## src/rtl/fetch_if.sv

```systemverilog
// Bundle between the fetch unit and its surroundings: PC control, instruction
// memory port, fetch results and debug visibility of the FSM.
interface fetch_if;
    logic        fetch_req;
    logic        pc_write;
    logic [31:0] next_pc;
    logic [31:0] imem_address;
    logic [31:0] imem_data_out;
    logic [31:0] pc;
    logic [31:0] ir;
    logic        ir_valid;
    logic        busy;
    logic [31:0] fetch_count;
    logic        fault;
    // Debug: FSM state (0 IDLE, 1 ADDR, 2 DATA) and whether pc lies in the imem window
    logic [1:0]  state_dbg;
    logic        pc_in_window;

    modport master (
        output fetch_req, pc_write, next_pc, imem_data_out,
        input  imem_address, pc, ir, ir_valid, busy, fetch_count, fault,
               state_dbg, pc_in_window
    );

    modport slave (
        input  fetch_req, pc_write, next_pc, imem_data_out,
        output imem_address, pc, ir, ir_valid, busy, fetch_count, fault,
               state_dbg, pc_in_window
    );
endinterface

```

## src/rtl/fetch_unit.sv

```systemverilog
// Three-state instruction fetch unit against a synchronous instruction memory.
// Optional address checking is enabled with macro FETCH_ALIGN_CHECK_EN.
module fetch_unit #(
    parameter logic [31:0] RESET_PC   = 32'h00001000,
    parameter logic [31:0] IMEM_BASE  = 32'h00001000,
    parameter logic [31:0] IMEM_BYTES = 32'h00001000
) (
    input  logic    clk,
    input  logic    reset,
    fetch_if.slave  bus
);

    // Handshake: fetch_req is sampled only in IDLE; while busy it is dropped,
    // never queued. ir_valid pulses for one cycle after ir is written.
    typedef enum logic [1:0] {
        IDLE = 2'd0,
        ADDR = 2'd1,
        DATA = 2'd2
    } state_t;

    localparam logic [31:0] NOP = 32'h00000013;

    state_t      r_state;
    state_t      w_state_nxt;
    logic [31:0] r_pc;
    logic [31:0] r_fetch_addr;
    logic [31:0] r_ir;
    logic        r_ir_valid;
    logic [31:0] r_fetch_count;
    logic        r_fault;
    logic        w_accept;
    logic        w_reject;
    logic        w_addr_ok;
    logic        w_in_window;
    logic [31:0] w_pc_aligned;

    assign w_pc_aligned = {r_pc[31:2], 2'b00};

    // 33-bit compare so a window ending at 4 GiB does not wrap
    assign w_in_window = ({1'b0, r_pc} >= {1'b0, IMEM_BASE}) &&
                         ({1'b0, r_pc} <  ({1'b0, IMEM_BASE} + {1'b0, IMEM_BYTES}));

`ifdef FETCH_ALIGN_CHECK_EN
    assign w_addr_ok = (r_pc[1:0] == 2'b00) && w_in_window;
`else
    assign w_addr_ok = 1'b1;
`endif

    always_ff @(posedge clk or posedge reset) begin
        if (reset) begin
            r_state <= IDLE;
        end else begin
            r_state <= w_state_nxt;
        end
    end

    always_comb begin
        w_state_nxt = r_state;
        w_accept    = 1'b0;
        w_reject    = 1'b0;
        case (r_state)
            IDLE: begin
                if (bus.fetch_req) begin
                    if (w_addr_ok) begin
                        w_accept    = 1'b1;
                        w_state_nxt = ADDR;
                    end else begin
                        w_reject    = 1'b1;
                    end
                end
            end
            ADDR:    w_state_nxt = DATA;
            DATA:    w_state_nxt = IDLE;
            default: w_state_nxt = IDLE;
        endcase
    end

    always_ff @(posedge clk or posedge reset) begin
        if (reset) begin
            r_pc          <= RESET_PC;
            r_fetch_addr  <= RESET_PC;
            r_ir          <= NOP;
            r_ir_valid    <= 1'b0;
            r_fetch_count <= 32'd0;
            r_fault       <= 1'b0;
        end else begin
            r_ir_valid <= 1'b0;
            r_fault    <= w_reject;
            // fetch_addr is captured from the old pc, so a same-edge pc_write
            // only affects later fetches
            if (bus.pc_write) begin
                r_pc <= bus.next_pc;
            end
            if (w_accept) begin
                r_fetch_addr <= w_pc_aligned;
            end
            if (r_state == DATA) begin
                r_ir          <= bus.imem_data_out;
                r_ir_valid    <= 1'b1;
                r_fetch_count <= r_fetch_count + 32'd1;
            end
        end
    end

    assign bus.imem_address = (r_state == IDLE) ? w_pc_aligned : r_fetch_addr;
    assign bus.pc           = r_pc;
    assign bus.ir           = r_ir;
    assign bus.ir_valid     = r_ir_valid;
    assign bus.busy         = (r_state != IDLE);
    assign bus.fetch_count  = r_fetch_count;
    assign bus.fault        = r_fault;
    assign bus.state_dbg    = r_state;
    assign bus.pc_in_window = w_in_window;

endmodule
```

## src/flat_wrapper.sv

```systemverilog
// flat-port wrapper written by rule: the top's interface ports become plain ports
module fetch_unit_flat 
#(
    parameter logic [31:0] RESET_PC   = 32'h00001000,
    parameter logic [31:0] IMEM_BASE  = 32'h00001000,
    parameter logic [31:0] IMEM_BYTES = 32'h00001000
)
  (clk, reset, bus_fetch_req, bus_pc_write, bus_next_pc, bus_imem_data_out, bus_imem_address, bus_pc, bus_ir, bus_ir_valid, bus_busy, bus_fetch_count, bus_fault, bus_state_dbg, bus_pc_in_window);
  fetch_if bus_i ();
  input  logic clk;
  input  logic reset;
  input wire logic [$bits(bus_i.fetch_req)-1:0] bus_fetch_req;
  input wire logic [$bits(bus_i.pc_write)-1:0] bus_pc_write;
  input wire logic [$bits(bus_i.next_pc)-1:0] bus_next_pc;
  input wire logic [$bits(bus_i.imem_data_out)-1:0] bus_imem_data_out;
  output wire logic [$bits(bus_i.imem_address)-1:0] bus_imem_address;
  output wire logic [$bits(bus_i.pc)-1:0] bus_pc;
  output wire logic [$bits(bus_i.ir)-1:0] bus_ir;
  output wire logic [$bits(bus_i.ir_valid)-1:0] bus_ir_valid;
  output wire logic [$bits(bus_i.busy)-1:0] bus_busy;
  output wire logic [$bits(bus_i.fetch_count)-1:0] bus_fetch_count;
  output wire logic [$bits(bus_i.fault)-1:0] bus_fault;
  output wire logic [$bits(bus_i.state_dbg)-1:0] bus_state_dbg;
  output wire logic [$bits(bus_i.pc_in_window)-1:0] bus_pc_in_window;
  assign bus_i.fetch_req = bus_fetch_req;
  assign bus_i.pc_write = bus_pc_write;
  assign bus_i.next_pc = bus_next_pc;
  assign bus_i.imem_data_out = bus_imem_data_out;
  assign bus_imem_address = bus_i.imem_address;
  assign bus_pc = bus_i.pc;
  assign bus_ir = bus_i.ir;
  assign bus_ir_valid = bus_i.ir_valid;
  assign bus_busy = bus_i.busy;
  assign bus_fetch_count = bus_i.fetch_count;
  assign bus_fault = bus_i.fault;
  assign bus_state_dbg = bus_i.state_dbg;
  assign bus_pc_in_window = bus_i.pc_in_window;
  fetch_unit #(.RESET_PC(RESET_PC), .IMEM_BASE(IMEM_BASE), .IMEM_BYTES(IMEM_BYTES)) u_core (.clk(clk), .reset(reset), .bus(bus_i));
endmodule
```

## config.mk

```make
export PLATFORM = sky130hd
export DESIGN_NAME = fetch_unit_flat
export DESIGN_NICKNAME = d
export VERILOG_FILES = /design/src/rtl/fetch_if.sv /design/src/rtl/fetch_unit.sv /design/src/flat_wrapper.sv
export SDC_FILE = /design/constraint.sdc
export NUM_CORES = 1
export LEC_CHECK = 0
export ABC_CLOCK_PERIOD_IN_PS = 5140
export BUFFER_PORTS_ARGS = -buffer_cell sky130_fd_sc_hd__buf_2
export CAP_MARGIN = 30
export CORE_MARGIN = 1
export CORE_UTILIZATION = 50
export DETAILED_ROUTE_END_ITERATION = 6
export PLACE_DENSITY_LB_ADDON = 0.08
export SYNTH_ARGS = -nofsm -noshare
export SYNTH_HDL_FRONTEND = slang
export SYNTH_SLANG_ARGS = --single-unit
```

## constraint.sdc

```tcl
create_clock -name clk -period 5.14 [get_ports clk]
set_input_delay 1.028 -clock clk [delete_from_list [all_inputs] [get_ports clk]]
set_output_delay 1.028 -clock clk [all_outputs]
set_load 0.02 [all_outputs]
```

# == After elaboration in Yosys (flattened, before gate mapping) ==
# Cells that the tools add are included.
# totals
regBits,129
in_bits,68
out_inout_bits,134
word_cells,21
# classes
add_sub_neg,1
order_cmp,2
eq_ne,3
mux,6
n_reduce_logical,3
# ops
operator,count
$add A32 B1 Y32 const B,1
$ge A32 B13 Y1 const B,1
$lt A32 B14 Y1 const B,1
$mux W32,1
$pmux W2 S2,1
$mux W1,3
$eq A2 B1 Y1 const B,1
$eq A2 B2 Y1 const B,1
$logic_not A2 Y1,1
$mux W2,1
$ne A2 B2 Y1 const B,1
$reduce_bool A2 Y1,1
$logic_and A1 B1 Y1,1

# == Logic depth before layout (Yosys ltp) ==
# logic_depth
depth_word,2
mapped_depth,6
ltp_nobuf,5

# == Least setup slack after synthesis ==
# No wires, ideal clock.
# synth_path
kind,flip-flop to output port
from,"reg u_core.r_state[1], in the netlist u_core.bus.state_dbg[1]"
to,out bus_imem_address[22]
arrival_ps,1563
required_time_ps,4112
path_slack_ps,2549
stages_incl_launch_ff,4
path_buffers,1
cell_sequence,dfrtp_1 -> nor2_1 -> clkbuf_1 -> mux2_1
# synth_between
elab_chain_len,2
# synth_rtl
item,line,text
"start, declared",fetch_unit.sv:23,state_t r_state;
"start signal, assigned",fetch_unit.sv:53,r_state <= w_state_nxt;
$logic_not A2 Y1,fetch_unit.sv:105,assign bus.imem_address = (r_state == IDLE) ? w_pc_aligned : r_fetch_addr;
$mux W32,fetch_unit.sv:105,
"end, declared",flat_wrapper.sv:16,output wire logic [$bits(bus_i.imem_address)-1:0] bus_imem_address;
# Every way passes these cells.

# == Worst setup path after layout ==
# layout_path
from,"reg u_core.r_state[1], in the netlist u_core.bus.state_dbg[1]"
to,out bus_imem_address[10]
# The elaborated chain is that of the path after synthesis.

==> results_dict.tcl <==
set metrics [dict create \
    period_minus_slack_ns 3.35 \
    finalClockSkew_ns 0.00726 \
    crit_start "u_core.bus.state_dbg[1]$_DFFE_PP0P_" \
    antenna_found_initial 0 \
    relSlewSlack 0.373 \
    wl_per_cell_microns 15.7 \
    track_usage 0.213 \
    rsz0062_at_grt "no" \
    instances_no_fill 742 \
    drive_gt1_frac 0.439 \
    synth_warnings 0 \
    critPathLaunchType "flop" \
    cts_inserted_buffers 17 \
    ys_top_cells_by_count "dfrtp_1, mux2_1, xor2_1" \
    core_area_sq_mm 0.0108 \
    synth_top_area_cell "dfrtp_1" \
    post_cts_buffers 0 \
    ys_ff_latch 129 \
    htree_levels 4 \
    final.setup.tns_ns 0 \
    multi_input_area_sq_mm 0.00222 \
    grt_overflow 0 \
    fin_nets 658 \
    vias 3759 \
    grt_pass1_vias 3778 \
    crit_fanout 32 \
    cp.required_ns 4.11 \
    cts_sinks 129 \
    powerDensity_mw_per_mm2 490 \
    p_leak_nw 3.54 \
    synth_edf_count 0 \
    dr.pass1.iters 7 \
    fmax_mhz 298 \
    dpl.hpwl_microns 8010 \
    fillers 830 \
    initial_core_util 0.514 \
    tightest_slew_ns 0.939 \
    clk_latency_ns 0.51 \
    cp-end-kind "primary output" \
    cts_root_buf "clkbuf_8" \
    fin_crit_sh 0.652 \
    grt_pass1_wl_microns 18800 \
    fin_hold_ws_ns 0.461 \
    drt_iter0_drc 105 \
    clkTransAtPathRegs_ns 0.06 \
    hold_viol 0 \
    worstPathArrival_ns 2.33 \
    syn_inst 386 \
    syn_area_per_cell_sq_um 14.4 \
    hold_buffers 0 \
    io_buffer_count 198 \
    critPathKind "reg -> out" \
    synth_ff_type "dfrtp_1" \
    synthArstFlopShare 1.00 \
    wl_microns 11600 \
    dieHeight_microns 108 \
    final_util 0.678 \
    violations "design-rule violations" \
    run_status "finished with violations" \
    hold_class "reg -> reg" \
    final-seq-area_sq_mm 0.00323 \
    dpl.cell_count 709 \
    antenna_left 0 \
    die_w_microns 108 \
    grt_max_degree 46 \
    gp_congestion 0.744 \
    routed_via_density 5.07 \
    cts_max_path_buffers 2 \
    cts_resized 0 \
    area_growth_syn_to_layout_pct 31.9 \
    hp-start "u_core.bus.fetch_count[31]$_DFFE_PP0P_" \
    ys_seq_area_frac 0.581 \
    yosysTopAreaCellShare 0.557 \
    fin_total_pwr_mw 3.60 \
    drv_cap 0 \
    rows 38 \
    synth_area_leaders "dfrtp_1, mux2_1, xor2_1, dfstp_2, xnor2_1" \
    rr_startpoint "u_core.bus.state_dbg[1]$_DFFE_PP0P_" \
    die_area_sq_mm 0.0116 \
    syn_area_sq_mm 0.00557 \
    drc 1 \
    cts_tree "built" \
    synth_cell_types 36 \
    synth.most_common_cell "dfrtp_1" \
    antenna_cells 0 \
    setup_viol 0 \
    slew_violations 0 \
    ir_drop_v 0.000259 \
    ioPinCount 202 \
]
metrics by stage:
stage                     cell area, sq um  worst slack, ns
after floorplan                       5580            0.679
after global placement                6670             2.37
after detailed placement              6670             2.29
after CTS                             7330             1.73
after global routing                  7350             1.66
final                                 7350             1.79
cell families (layout without fill, tap and decap cells):
family,after synthesis,in the layout,share of synthesized area
XOR/XNOR,31,31,0.0488
adder cells (fa/ha/maj),1,1,0.00225
buffers and inverters,28,242,0.0249
flip-flops,129,129,0.581
multiplexers,125,125,0.253
other,1,3,0.000673
AND/OR/NAND/NOR,71,71,0.0899
layout by cell type, fill, tap and decap left out, types with 3 or more instances in the layout:
cell,synthesis,final
inv_1,7,6
nor3_2,9,9
clkbuf_8,0,5
and2_1,3,3
dfrtp_1,124,124
xnor2_1,13,13
nor2_1,8,7
nand2_1,11,11
mux2_1,123,123
nand4_1,7,7
buf_4,3,3
nor4_2,8,8
nand3_1,6,6
xor2_1,18,18
bufinv_16,0,5
buf_2,6,198
clkbuf_16,0,16
nor4_1,4,4
conb_1,1,3
dfstp_2,5,5
registers in the layout (all words and copies together) (netlist names):
signal                  flops
u_core.bus.ir_valid         1
u_core.bus.state_dbg        2
u_core.bus.pc              32
u_core.r_fetch_addr        30
u_core.bus.ir              32
u_core.bus.fetch_count     32
metal layers:
| metal | share of wire | vias up | global-route usage | wire length (microns) |
|---|---|---|---|---|
| met2 | 0.47 | 133 | 0.330 | 5440 |
| met5 | 0 | - | 0 | 0 |
| met3 | 0.070 | 15 | 0.0654 | 810 |
| met1 | 0.45 | 1843 | 0.277 | 5200 |
| met4 | 0.015 | 0 | 0.0900 | 178 |
| li1 | - | 1768 | - | - |
worst max-delay path: stages, from the launching register on:
cell and delay, ns:
dfrtp_1 0.47, nor2_4 0.77, mux2_1 0.40, buf_2 0.17
cell type report:
class | count | share of cell area
clock inverters | 9 | 0.0240
multi-input cells | 231 | 0.302
inverters | 8 | 0.00443
repair buffers | 202 | 0.141
clock buffers | 23 | 0.0649
well taps | 140 | 0.0238
flip-flops and latches | 129 | 0.440
power breakdown:
| group | leakage (nW) | switching [mW] | internal [mW] |
|---|---|---|---|
| combinational | 1.65 | 0.534 | 0.357 |
| clock | 0.318 | 0.424 | 0.888 |
| sequential | 1.57 | 0.149 | 1.25 |
| total | 3.54 | 1.11 | 2.49 |
path summary, 6_finish.rpt:
path | to | slack, ns | cells after the start
max reg2reg | u_core.r_fetch_addr[14]$_DFFE_PP0P_ | 2.78 | 4
min | u_core.bus.fetch_count[31]$_DFFE_PP0P_ | 0.46 | 1
min in group asynchronous | u_core.bus.ir_valid$_DFF_PP0_ | 0.57 | 2
max in group asynchronous | u_core.bus.pc[8]$_DFFE_PP0P_ | 3.61 | 3
min reg2reg | u_core.bus.fetch_count[31]$_DFFE_PP0P_ | 0.46 | 1
max | bus_imem_address[10] | 1.79 | 3
Power figures use the tool's default switching activity.
